$ cat config.mk
export PLATFORM = sky130hd
export DESIGN_NAME = trap_ctrl
export DESIGN_NICKNAME = d
export VERILOG_FILES = /design/src/rtl/trap_ctrl.sv
export SDC_FILE = /design/constraint.sdc
export NUM_CORES = 1
export LEC_CHECK = 0
export ABC_AREA = 1
export ABC_CLOCK_PERIOD_IN_PS = 3100
export CORE_MARGIN = 5
export CORE_UTILIZATION = 25
export DETAILED_ROUTE_END_ITERATION = 10
export GPL_TIMING_DRIVEN = 0
export PLACE_DENSITY = 0.43
export SLEW_MARGIN = 25
export SYNTH_ARGS = -nofsm -noshare
export SYNTH_HDL_FRONTEND = slang
export SYNTH_SLANG_ARGS = --single-unit
$ cat constraint.sdc
create_clock -name clk -period 3.1 [get_ports clk]
set_input_delay 0.31 -clock clk [delete_from_list [all_inputs] [get_ports clk]]
set_output_delay 0.31 -clock clk [all_outputs]
set_load 0.005 [all_outputs]
$ cat src/rtl/trap_ctrl.sv
// Machine-mode trap and MRET sequencer at the commit stage. Owns mstatus, mie,
// mtvec, mepc, mcause and mtval, and runs the flush -> drain -> redirect handshake.
module trap_ctrl #(
  parameter int              XLEN      = 64,
  parameter logic [XLEN-1:0] BOOT_TVEC = 64'h0000_0000_8000_0000
) (
  input  logic            clk,
  input  logic            rst,
  input  logic            commit_valid_i,
  output logic            commit_ready_o,
  input  logic [XLEN-1:0] commit_pc_i,
  input  logic            commit_ex_i,
  input  logic [XLEN-1:0] commit_cause_i,
  input  logic [XLEN-1:0] commit_tval_i,
  input  logic            commit_ecall_i,
  input  logic            commit_mret_i,
  input  logic            meip_i,
  input  logic            mtip_i,
  input  logic            msip_i,
  output logic            flush_o,
  input  logic            drained_i,
  output logic            redirect_valid_o,
  input  logic            redirect_ready_i,
  output logic [XLEN-1:0] redirect_pc_o,
  output logic [1:0]      priv_o,
  input  logic            csr_we_i,
  input  logic [11:0]     csr_addr_i,
  input  logic [XLEN-1:0] csr_wdata_i,
  output logic [XLEN-1:0] csr_rdata_o
);

  localparam logic [1:0]      PRIV_M        = 2'b11;
  localparam logic [1:0]      PRIV_U        = 2'b00;
  localparam logic [11:0]     CSR_MSTATUS   = 12'h300;
  localparam logic [11:0]     CSR_MIE       = 12'h304;
  localparam logic [11:0]     CSR_MTVEC     = 12'h305;
  localparam logic [11:0]     CSR_MEPC      = 12'h341;
  localparam logic [11:0]     CSR_MCAUSE    = 12'h342;
  localparam logic [11:0]     CSR_MTVAL     = 12'h343;
  localparam logic [11:0]     CSR_MIP       = 12'h344;
  localparam logic [XLEN-1:0] MIE_MASK      = XLEN'(12'h888);
  localparam logic [XLEN-1:0] LOW2_MASK     = ~XLEN'(2'b11);
  localparam logic [XLEN-1:0] CAUSE_ECALL_U = XLEN'(4'd8);
  localparam logic [XLEN-1:0] CAUSE_ECALL_M = XLEN'(4'd11);

  typedef enum logic [1:0] {
    S_IDLE     = 2'd0,
    S_FLUSH    = 2'd1,
    S_REDIRECT = 2'd2
  } state_e;

  state_e          state_q, state_d;
  logic            ready_q, ready_d;
  logic            flush_q, flush_d;
  logic            rvalid_q, rvalid_d;
  logic [XLEN-1:0] rpc_q, rpc_d;
  logic [1:0]      priv_q, priv_d;
  logic            mstatus_mie_q, mstatus_mie_d;
  logic            mpie_q, mpie_d;
  logic [1:0]      mpp_q, mpp_d;
  logic [XLEN-1:0] mie_q, mie_d;
  logic [XLEN-1:0] mtvec_q, mtvec_d;
  logic [XLEN-1:0] mepc_q, mepc_d;
  logic [XLEN-1:0] mcause_q, mcause_d;
  logic [XLEN-1:0] mtval_q, mtval_d;

  logic [XLEN-1:0] mip_s;
  logic [XLEN-1:0] pend_s;
  logic [XLEN-1:0] mstatus_s;
  logic            intr_en_s;
  logic [3:0]      intr_idx_s;
  logic            idle_s;
  logic            evt_s;
  logic            trap_s;
  logic            mret_s;
  logic            csr_wr_s;
  logic [XLEN-1:0] trap_cause_s;
  logic [XLEN-1:0] trap_tval_s;
  logic [XLEN-1:0] trap_tgt_s;

  // Event decode: interrupt selection, trap cause/tval and trap target.
  always_comb begin
    mip_s        = '0;
    mip_s[11]    = meip_i;
    mip_s[7]     = mtip_i;
    mip_s[3]     = msip_i;
    mstatus_s    = '0;
    mstatus_s[3] = mstatus_mie_q;
    mstatus_s[7] = mpie_q;
    mstatus_s[12:11] = mpp_q;
    pend_s       = mip_s & mie_q;
    intr_en_s    = (|pend_s) && ((priv_q == PRIV_U) || mstatus_mie_q);

    // Fixed priority MEI > MSI > MTI.
    if (pend_s[11]) begin
      intr_idx_s = 4'd11;
    end else if (pend_s[3]) begin
      intr_idx_s = 4'd3;
    end else if (pend_s[7]) begin
      intr_idx_s = 4'd7;
    end else begin
      intr_idx_s = 4'd0;
    end

    idle_s   = (state_q == S_IDLE);
    evt_s    = idle_s && commit_valid_i &&
               (intr_en_s || commit_ex_i || commit_ecall_i || commit_mret_i);
    trap_s   = evt_s && (intr_en_s || commit_ex_i || commit_ecall_i);
    mret_s   = evt_s && !trap_s;
    csr_wr_s = csr_we_i && idle_s && !evt_s;

    if (intr_en_s) begin
      trap_cause_s = {1'b1, {(XLEN-5){1'b0}}, intr_idx_s};
      trap_tval_s  = '0;
    end else if (commit_ex_i) begin
      trap_cause_s = commit_cause_i;
      trap_tval_s  = commit_tval_i;
    end else if (priv_q == PRIV_U) begin
      trap_cause_s = CAUSE_ECALL_U;
      trap_tval_s  = '0;
    end else begin
      trap_cause_s = CAUSE_ECALL_M;
      trap_tval_s  = '0;
    end

    if (intr_en_s && (mtvec_q[1:0] == 2'b01)) begin
      trap_tgt_s = (mtvec_q & LOW2_MASK) + XLEN'({intr_idx_s, 2'b00});
    end else begin
      trap_tgt_s = mtvec_q & LOW2_MASK;
    end
  end

  // Next-state logic for the sequencer and every trap CSR.
  always_comb begin
    state_d       = state_q;
    ready_d       = ready_q;
    flush_d       = flush_q;
    rvalid_d      = rvalid_q;
    rpc_d         = rpc_q;
    priv_d        = priv_q;
    mstatus_mie_d = mstatus_mie_q;
    mpie_d        = mpie_q;
    mpp_d         = mpp_q;
    mie_d         = mie_q;
    mtvec_d       = mtvec_q;
    mepc_d        = mepc_q;
    mcause_d      = mcause_q;
    mtval_d       = mtval_q;

    case (state_q)
      S_IDLE: begin
        if (evt_s) begin
          state_d  = S_FLUSH;
          ready_d  = 1'b0;
          flush_d  = 1'b1;
          rvalid_d = 1'b0;
          rpc_d    = trap_s ? trap_tgt_s : mepc_q;
        end else begin
          state_d  = S_IDLE;
        end
      end
      S_FLUSH: begin
        if (drained_i) begin
          state_d  = S_REDIRECT;
          flush_d  = 1'b0;
          rvalid_d = 1'b1;
        end else begin
          state_d  = S_FLUSH;
        end
      end
      S_REDIRECT: begin
        if (redirect_ready_i) begin
          state_d  = S_IDLE;
          rvalid_d = 1'b0;
          ready_d  = 1'b1;
        end else begin
          state_d  = S_REDIRECT;
        end
      end
      default: begin
        state_d  = S_IDLE;
        ready_d  = 1'b1;
        flush_d  = 1'b0;
        rvalid_d = 1'b0;
      end
    endcase

    // A trap or MRET in the same cycle as a CSR write takes precedence.
    if (trap_s) begin
      mepc_d        = commit_pc_i & LOW2_MASK;
      mcause_d      = trap_cause_s;
      mtval_d       = trap_tval_s;
      mpie_d        = mstatus_mie_q;
      mstatus_mie_d = 1'b0;
      mpp_d         = priv_q;
      priv_d        = PRIV_M;
    end else if (mret_s) begin
      mstatus_mie_d = mpie_q;
      mpie_d        = 1'b1;
      priv_d        = mpp_q;
      mpp_d         = PRIV_U;
    end else if (csr_wr_s) begin
      case (csr_addr_i)
        CSR_MSTATUS: begin
          mstatus_mie_d = csr_wdata_i[3];
          mpie_d        = csr_wdata_i[7];
          mpp_d         = (csr_wdata_i[12:11] == PRIV_M) ? PRIV_M : PRIV_U;
        end
        CSR_MIE:    mie_d    = csr_wdata_i & MIE_MASK;
        CSR_MTVEC:  mtvec_d  = csr_wdata_i[1] ? (csr_wdata_i & LOW2_MASK) : csr_wdata_i;
        CSR_MEPC:   mepc_d   = csr_wdata_i & LOW2_MASK;
        CSR_MCAUSE: mcause_d = csr_wdata_i;
        CSR_MTVAL:  mtval_d  = csr_wdata_i;
        default:    mie_d    = mie_q;
      endcase
    end else begin
      priv_d = priv_q;
    end
  end

  // State and CSR registers with synchronous reset.
  always_ff @(posedge clk) begin
    if (rst) begin
      state_q       <= S_IDLE;
      ready_q       <= 1'b1;
      flush_q       <= 1'b0;
      rvalid_q      <= 1'b0;
      rpc_q         <= '0;
      priv_q        <= PRIV_M;
      mstatus_mie_q <= 1'b0;
      mpie_q        <= 1'b0;
      mpp_q         <= PRIV_M;
      mie_q         <= '0;
      mtvec_q       <= BOOT_TVEC;
      mepc_q        <= '0;
      mcause_q      <= '0;
      mtval_q       <= '0;
    end else begin
      state_q       <= state_d;
      ready_q       <= ready_d;
      flush_q       <= flush_d;
      rvalid_q      <= rvalid_d;
      rpc_q         <= rpc_d;
      priv_q        <= priv_d;
      mstatus_mie_q <= mstatus_mie_d;
      mpie_q        <= mpie_d;
      mpp_q         <= mpp_d;
      mie_q         <= mie_d;
      mtvec_q       <= mtvec_d;
      mepc_q        <= mepc_d;
      mcause_q      <= mcause_d;
      mtval_q       <= mtval_d;
    end
  end

  // CSR read mux; unowned addresses read zero.
  always_comb begin
    csr_rdata_o = '0;
    case (csr_addr_i)
      CSR_MSTATUS: csr_rdata_o = mstatus_s;
      CSR_MIE:     csr_rdata_o = mie_q;
      CSR_MTVEC:   csr_rdata_o = mtvec_q;
      CSR_MEPC:    csr_rdata_o = mepc_q;
      CSR_MCAUSE:  csr_rdata_o = mcause_q;
      CSR_MTVAL:   csr_rdata_o = mtval_q;
      CSR_MIP:     csr_rdata_o = mip_s;
      default:     csr_rdata_o = '0;
    endcase
  end

  assign commit_ready_o   = ready_q;
  assign flush_o          = flush_q;
  assign redirect_valid_o = rvalid_q;
  assign redirect_pc_o    = rpc_q;
  assign priv_o           = priv_q;

endmodule

Yosys cells after proc, flatten, opt, wreduce, memory -nomap -nowiden. Index checks and enable logic that the tools add are counted.

Eq/ne operators: 15. Multiplexer cells: 49. Reduce and logical (&&, ||, !) cells: 37. Add/sub/neg operators: 1. Bitwise logic cells: 5.

Operators with widths (count): $mux 64 (18); $pmux 64 s7 (1); $eq 12x10->1 const B (7); $add 64x6->64 (1); $reduce_or 64->1 (1); $reduce_and 3->1 (6); $mux 2 (8); $mux 1 (15); $and 12x12->12 (1); $reduce_bool 2->1 (6); $pmux 1 s3 (3); $logic_and 1x1->1 (8); $mux 4 (2); $reduce_and 4->1 (2); $ne 2x2->1 const B (3); $pmux 2 s3 (1); $reduce_and 2->1 (3); $reduce_bool 3->1 (2); $eq 2x1->1 const B (2); $eq 2x2->1 const B (2); $logic_not 2->1 (2); $logic_or 1x1->1 (4); $not 1->1 (4); $mux 3 (1); other kinds (3) (4).

Register bits after elaboration: 332. Bits of input ports: 280. Logic and storage cells: 121.

Logic depth before layout (Yosys ltp). Gate-level depths: netlist of the first run.

Depth after elaboration: 12. Gate-level depth with buffers: 17. Gate-level depth less buffers: 17.

Least setup slack after synthesis of the first run. OpenSTA, ideal clock, no wires.

Path kind: reg-to-reg. Start: register mie_q[11]. End: register rpc_q[44] (netlist: redirect_pc_o[44]). Library setup time: 0.109 ns. Slack: 0.680 ns. Required time: 2.991 ns. Path buffers: 0. Period minus slack after synthesis: 2.420 ns. Arrival time: 2.311 ns. Stages on the path, launching flop included: 18. Cells stage by stage: dfxtp_1 -> nand2_2 -> nand3_2 -> ha_1 -> inv_1 -> fa_1 -> inv_1 -> nand3_1 -> nand2_1 -> nand3_1 -> nor2_2 -> nand2_1 -> nor2_1 -> nand2_1 -> a21oi_1 -> o21ai_0 -> nand2_1 -> inv_1.

Longest elaborated chain between the ends: 9. Elaborated cells on any way between the ends: 14.

RTL lines: start: declaration (RTL line 61) `logic [XLEN-1:0] mie_q, mie_d;`; start signal: assignment (RTL line 248) `mie_q <= mie_d;`; $and 12x12->12 (*) (RTL line 91) `pend_s = mip_s & mie_q;`; parallel branches: the longest is 8 deep, another holds $add 64x6->64; end signal: assignment (RTL line 243) `rpc_q <= rpc_d;`; end: declaration (RTL line 56) `logic [XLEN-1:0] rpc_q, rpc_d;`.

Mark *: on every way between the ends. A chain may end at the register's enable or synchronous reset.

Final worst setup path of the first run.
Start: register mstatus_mie_q. End: register rpc_q[40] (netlist: redirect_pc_o[40]).

Longest elaborated chain between the ends: 8. Elaborated cells on any way between the ends: 11.

RTL lines: start: declaration (RTL line 58) `logic mstatus_mie_q, mstatus_mie_d;`; start signal: assignment (RTL line 245) `mstatus_mie_q <= mstatus_mie_d;`; $logic_or 1x1->1 (*) (RTL line 92) `intr_en_s = (|pend_s) && ((priv_q == PRIV_U) || mstatus_mie_q);`; $logic_and 1x1->1 (*) (RTL line 92); $logic_or 1x1->1 (2 in a row) (RTL line 107, 108); $logic_or 1x1->1 (RTL line 107) `(intr_en_s || commit_ex_i || commit_ecall_i || commit_mret_i);`; $logic_and 1x1->1 (RTL line 106) `evt_s = idle_s && commit_valid_i &&`; $logic_and 1x1->1 (RTL line 108) `trap_s = evt_s && (intr_en_s || commit_ex_i || commit_ecall_i);`; $mux 64 (RTL line 157) `rpc_d = trap_s ? trap_tgt_s : mepc_q;`.

Mark *: on every way between the ends. The rest lies on a longest branch, timed or not.

==> flow_summary_export.csv, run 1 <==
group,metric,value,unit
floorplan,die_h,279.1,µm
floorplan,pin_count,413,
floorplan,num_rows,98,
timing,relSlewSlack,0.2254,
route,vias,22274,
logic_synthesis,synth_largest_area_cell,"dfxtp_1",
worst_hold_path,min_to,"redirect_valid_o",
placement,dpl_worst_slack,-1.224,ns
worst_hold_path,worstHoldStart,"drained_i",
logic_synthesis,yosysWarnings,0,
worst_setup_path,worstSetupEndpointType,"flop",
logic_synthesis,ys_ff_latch,329,
logic_synthesis,synth-edff-count,0,
worst_setup_path,ff2ff_path_depth,14,
route,drtIter0Drc,2198,
flow_run,max-cap-violations,0,
global_route,grt_pass1_wl,158300,µm
global_route,grtUsageTotal,0.2767,
global_route,antenna_found_initial,5,
timing,fin_tns_setup,-0.01137,ns
worst_setup_path,path_class,"reg2reg",
logic_synthesis,seq_area_frac_synth,0.3638,
cts,cts_max_level,2,
route,ant_nets,0,
worst_setup_path,reg2reg_slack,-0.01,ns
timing,clock-skew-final,0.02952,ns
floorplan,core_area,71610,µm²
worst_setup_path,required,3.53,ns
logic_synthesis,synth_area_per_cell,6.248,µm²
floorplan,start_util,0.2528,
logic_synthesis,synth-main-ff-cell,"dfxtp_1",
global_route,first_global_vias,22056,
logic_synthesis,postSynth.asyncResetShare,0,
worst_setup_path,crit_fanout,12,
cts,clkLatencyLatePin,0.59,ns
cts,cts_inserted_buffers,42,
floorplan,die_area,77910,µm²
cts,cts.sink_count,329,
timing,rsz0062_at_grt,"yes",
power,power.density,461.6,nW/µm²
cts,postCtsHoldBufs,0,
global_route,gr-total-overflow,0,
cts,cts_tree,"yes",
cts,clkTransAtPathRegs,0.06,ns
route,routed_wl,113800,µm
placement,gp_congestion,0.9423,
outcome,status,"complete, but fails checks",
floorplan,die_w,279.1,µm
worst_setup_path,worstPathArrival,3.54,ns
cts,clock_path_buffers,3,
route,drc,0,
timing,tightestPinTransition,1.162,ns
worst_setup_path,r2r_end,"redirect_pc_o[40]",
timing,slew_violations,0,
logic_synthesis,syn_inst,2898,
cts,cts_root_buf,"clkbuf_16",
timing,timing.final.crit_period,3.111,ns
power,vdd_drop_max,0.2898,mV
placement,portBuffers,408,
outcome,violations,"setup timing",
timing,min_period_over_period,1.004,
logic_synthesis,synth_top_area_share,0.3638,
route,wl_per_cell,26.13,µm
worst_setup_path,r2r_start,"mstatus_mie_q",
worst_setup_path,cp-start-kind,"flop",
timing,setup_viol,1,
power,p_leak,10.42,nW
worst_hold_path,hold_depth,3,
logic_synthesis,syn_area,18110,µm²
timing,worst_slack,-0.01137,ns
worst_hold_path,hold_path.class,"in2reg",
final_layout,nets,3646,
route,detail_route.vias_per_cell,5.117,
placement,dp_hpwl,88800,µm
final_layout,synthToLayoutAreaGrowth,40.93,%
timing,hold_viol,0,
final_layout,drive_above_1_share,0.07219,
logic_synthesis,synth_area_leaders,"dfxtp_1 (36%), nand2_1 (17%), nor2_1 (8.4%)",
timing,fmaxAchievable,0.3214,GHz
route,dr.pass1.iters,6,
global_route,grt_max_degree,12,
logic_synthesis,yosysUniqueCellTypes,47,
## where the power goes
part	switching [W]	internal (W)	total, W
Combinational	0.00128	0.000819	0.00210
Sequential	0.000185	0.00451	0.00469
Clock	0.00203	0.00296	0.00499
## critical path, cell delays in order, from the launching register on
cell,delay (ns)
dfxtp_1,0.36
inv_1,0.08
o21ai_1,0.15
nand2_2,0.14
nand2_2,0.10
nor2_4,0.07
nand2_1,0.07
nand2_1,0.16
buf_6,0.22
nor2_2,0.24
buf_4,0.45
buf_2,0.43
nand3_1,0.28
nand2_1,0.12
a21oi_1,0.07
## cells by family after synthesis
family,Yosys count,synth area share
AND/OR/NAND/NOR,1598,0.3613
other,1,0.0002071
AO/OA/AOI/OAI,556,0.1697
flip-flops,329,0.3638
XOR/XNOR,24,0.01161
adder cells (fa/ha/maj),5,0.003870
buffers and inverters,385,0.08956
## worst max-delay path by stage
stage,startpoint,end,slack (ns),depth (start not counted)
6_report,mstatus_mie_q,redirect_pc_o[40],-0.01,14
5_1_grt,csr_addr_i[2],csr_rdata_o[6],-0.006,10
4_1_cts,mie_q[11],redirect_pc_o[54],-0.19,15
3_5_place_dp,csr_addr_i[4],csr_rdata_o[5],-1.22,11
3_3_place_gp,csr_addr_i[5],csr_rdata_o[5],-1.70,11
2_1_floorplan,mie_q[11],redirect_pc_o[44],0.68,17
## cell usage in the layout (no fill, tap or decap), types with 9 or more instances in the layout
cell type / synthesis / layout
nor2_1: 407 / 395
clkbuf_8: 0 / 14
diode_2: 0 / 9
xor2_1: 23 / 23
buf_1: 16 / 9
clkbuf_16: 0 / 52
nand4_1: 26 / 26
clkdlybuf4s50_1: 0 / 375
a21oi_1: 211 / 211
o2111ai_1: 58 / 54
nand3_1: 279 / 276
nor3_1: 21 / 20
dfxtp_1: 329 / 329
o21ai_0: 255 / 255
nand2_2: 6 / 9
nand2_1: 839 / 834
clkbuf_2: 2 / 11
buf_4: 8 / 18
inv_1: 186 / 183
dlymetal6s2s_1: 0 / 31
clkbuf_1: 91 / 78
buf_2: 64 / 62
## flip-flops by register name (all words and copies together) (netlist names), 2 cells and up
name and count:
priv_o 2, mcause_q 64, state_q 2, mtval_q 64, mpp_q 2, mtvec_q 63, redirect_pc_o 62, mepc_q 62
mie_q 3
## timing repair
item                       CTS  global route
gates resized for setup     98            73
pin swaps                    2             5
buffers inserted             5             4
setup endpoints to repair  184           249
## through the flow
stage                     power (W)  instance area, µm²  cells  hold slack (ns)    util
after floorplan            0.005670               18110   2899           0.4392       -
after CTS                   0.01179               25260   4340           0.3664  0.3528
after global routing        0.01218               25490   4344           0.4362  0.3560
after global placement     0.006826               23380   4257           0.4560  0.3265
final                       0.01178               25520   4353           0.4050  0.3563
after detailed placement   0.006843               23440   4258           0.4604  0.3274
## synth_stat cells, types with 2 or more instances
master	number
nand2_1	839
nor2_1	407
dfxtp_1	329
nand3_1	279
o21ai_0	255
a21oi_1	211
inv_1	186
clkbuf_1	91
buf_2	64
o2111ai_1	58
nand4_1	26
xor2_1	23
nor3_1	21
buf_1	16
a31oi_1	8
buf_4	8
inv_2	7
o211ai_1	7
buf_6	6
nand2_2	6
a211oi_1	4
ha_1	4
a32o_1	3
and2_1	3
nand3b_1	3
nor4_1	3
o22ai_1	3
or2_2	3
a22o_1	2
clkbuf_2	2
clkinv_1	2
nand2_4	2
nor2_2	2
o21ai_1	2
## per-layer routing
layer	global-route usage	wire, µm	vias up
met1	0.3748	50570	10787
met2	0.4526	51740	905
met5	0	13	-
met3	0.04515	7705	139
met4	0.08647	3727	2
li1	-	-	10441
## area by class of cell
| class | count | area [µm²] |
|---|---|---|
| inverter | 197 | 763.2 |
| clock buffer | 68 | 1303 |
| antenna | 9 | 22.52 |
| clock inverter | 9 | 78.83 |
| buffer | 188 | 1249 |
| sequential | 329 | 6586 |
| fill | 7920 | 46090 |
| tap | 950 | 1189 |
| multi-input combinational | 2185 | 10060 |
| timing repair buffer | 418 | 4267 |
Note: power is estimated with default switching activity, not from simulation.
==> run 2: changes to the inputs <==
CELL_PAD_IN_SITES_DETAIL_PLACEMENT = 1   (was not set)
CELL_PAD_IN_SITES_GLOBAL_PLACEMENT = 1   (was not set)
PLACE_DENSITY = 0.58   (was 0.43)
==> run 2 against run 1 <==
The run now ends clean. First-iteration DRC count is 16% lower. Hold slack better by 0.0050 ns. Combinational power hardly changed. Critical path depth is 3 lower. Die area stayed put. Sequential share of layout area is 0.26 points lower.
==> flow_summary_export.csv, run 2 (synthesized netlist as in run 1, its figures left out) <==
group,metric,value,unit
outcome,status,"completed",
cts,cts.sink_count,329,
placement,gp_congestion,0.9536,
worst_setup_path,r2r_end,"redirect_pc_o[37]",
route,drtIter0Drc,1843,
floorplan,core_area,71610,µm²
cts,cts_tree,"yes",
global_route,grtUsageTotal,0.2947,
floorplan,die_h,279.1,µm
cts,clkLatencyLatePin,0.57,ns
placement,placed_cells,4261,
worst_setup_path,worst-path-buf-inv,5,
placement,dp_hpwl,93730,µm
floorplan,die_area,77910,µm²
power,power.density,474.1,nW/µm²
worst_setup_path,worstSetupEndpointType,"primary output",
worst_setup_path,endpoint,"csr_rdata_o[33]",
worst_setup_path,crit_fanout,10,
floorplan,die_w,279.1,µm
floorplan,num_rows,98,
worst_hold_path,worstHoldStart,"commit_pc_i[32]",
worst_setup_path,crit_family,"buffers and inverters",
timing,clock-skew-final,0.01408,ns
worst_setup_path,required,2.79,ns
cts,cts_root_buf,"clkbuf_16",
worst_setup_path,worstPathArrival,2.73,ns
timing,rsz0062_at_grt,"no",
timing,slew_violations,0,
cts,clock_path_buffers,3,
global_route,gr-total-overflow,0,
route,ant_nets,0,
worst_setup_path,ff2ff_path_depth,14,
power,p_leak,10.40,nW
route,wl_per_cell,27.58,µm
final_layout,fin_util,0.3599,
flow_run,max-cap-violations,0,
worst_hold_path,hold_path.class,"in2reg",
timing,tightestPinTransition,1.171,ns
timing,fin_tns_setup,0,ns
worst_setup_path,cp.depth,11,
final_layout,synthToLayoutAreaGrowth,42.35,%
worst_setup_path,crit_slowest_cell,"clkdlybuf4s50_1",
placement,portBuffers,408,
floorplan,pin_count,413,
worst_setup_path,path_cells,"clkdlybuf4s50_1 > nor2_2 > nand3b_1 > nor2_4 > nand2_1 > inv_1 > buf_12 > buf_8 > nand2_1 > o2111ai_1 > clkdlybuf4s50_1",
timing,timing.final.crit_period,3.037,ns
route,dr.pass1.iters,7,
worst_setup_path,r2r_start,"mie_q[7]",
final_layout,final_common_cell,"nand2_1",
timing,hold_viol,0,
timing,worst_slack,0.06329,ns
timing,fmaxAchievable,0.3293,GHz
timing,hold_slack,0.4101,ns
route,routed_wl,120500,µm
final_layout,fin_cells,4369,
worst_setup_path,cp-start-kind,"primary input",
global_route,antenna_found_initial,11,
power,vdd_drop_max,0.3470,mV
final_layout,largest_registers,"mcause_q (64), mtval_q (64), mtvec_q (63)",
final_layout,mostFrequentLayoutCells,"nand2_1 (832), nor2_1 (395), clkdlybuf4s50_1 (355)",
final_layout,nets,3664,
global_route,grt_max_degree,13,
global_route,first_global_vias,23282,
worst_setup_path,startpoint,"csr_addr_i[5]",
worst_setup_path,path_class,"in2out",
final_layout,drive_above_1_share,0.08204,
placement,dpl_worst_slack,-1.254,ns
route,detail_route.vias_per_cell,5.190,
timing,relSlewSlack,0.2195,
route,drc,0,
floorplan,start_util,0.2528,
global_route,grt_pass1_wl,168500,µm
worst_setup_path,cpPeakStageDelay,0.57,ns
cts,clkTransAtPathRegs,0.06,ns
timing,setup_viol,0,
cts,cts_max_level,2,
worst_setup_path,reg2reg_slack,0.09,ns
timing,min_period_over_period,0.9796,
route,vias,22673,
cts,cts_inserted_buffers,42,
-- run 2: changes by cell type in the layout (fill, tap and decap cells not counted), moves of 6 or more --
| cell | previous run | this run |
|---|---|---|
| dlymetal6s2s_1 | 31 | 10 |
| clkbuf_8 | 14 | 20 |
| buf_4 | 18 | 28 |
| clkbuf_1 | 78 | 70 |
| dlygate4sd2_1 | 2 | 39 |
| clkdlybuf4s50_1 | 375 | 355 |
-- run 2: per-layer routing --
| metal | vias to the layer above | track usage | share of wire |
|---|---|---|---|
| li1 | 10479 | - | - |
| met1 | 11277 | 0.4002 | 0.45 |
| met2 | 758 | 0.4825 | 0.46 |
| met3 | 155 | 0.04097 | 0.055 |
| met4 | 4 | 0.09966 | 0.038 |
| met5 | - | 0 | 0.00022 |
-- run 2: worst register-to-register path, cell delays in order, from the launching register on --
cell and delay (ns):
dfxtp_1 0.36, nand2_2 0.10, nand3_4 0.13, nand2_2 0.10
nand2_2 0.09, nor2_4 0.04, nand2_1 0.06, nand2_1 0.16
buf_6 0.22, nor2_2 0.25, buf_4 0.45, buf_2 0.47
nand3_1 0.25, nand2_1 0.11, a21oi_1 0.06
-- run 2: per-stage QoR --
| stage | power [W] | area [µm²] |
|---|---|---|
| floorplan | 0.005670 | 18110 |
| global placement | 0.006836 | 23380 |
| detailed placement | 0.006883 | 23490 |
| CTS | 0.01224 | 25580 |
| global route | 0.01262 | 25760 |
| finish | 0.01222 | 25770 |
-- run 2: area by class of cell --
cell class	count	area, µm²
clock buffers	64	1328
flip-flops and latches	329	6586
fillers	9105	45840
well taps	950	1189
plain buffers	188	1226
multi-input cells	2185	10080
clock inverters	14	181.4
diodes	6	15.01
inverters	197	763.2
repair buffers	436	4403
-- run 2: report_power, final --
group / switching (W) / internal (W)
sequential: 0.000203 / 0.00451
combinational: 0.00130 / 0.000823
clock: 0.00210 / 0.00329
total: 0.00360 / 0.00862
-- run 2: how the worst min path moves through the flow --
stage | endpoint | slack [ns] | cells past startpoint
floorplan | mie_q[3] | 0.44 | 2
global placement | redirect_pc_o[55] | 0.46 | 2
detailed placement | redirect_pc_o[55] | 0.46 | 2
CTS | mepc_q[32] | 0.39 | 5
global route | state_q[1] | 0.42 | 3
finish | mepc_q[32] | 0.41 | 5
-- run 2: repair_timing --
item                                    in CTS  in global routing
gates resized for setup                    150                 58
endpoints found under the setup margin     230                171
pin swaps                                    5                  8
hold buffers                                 0                  0
gates cloned                                 4                  0
setup buffers                               13                  7
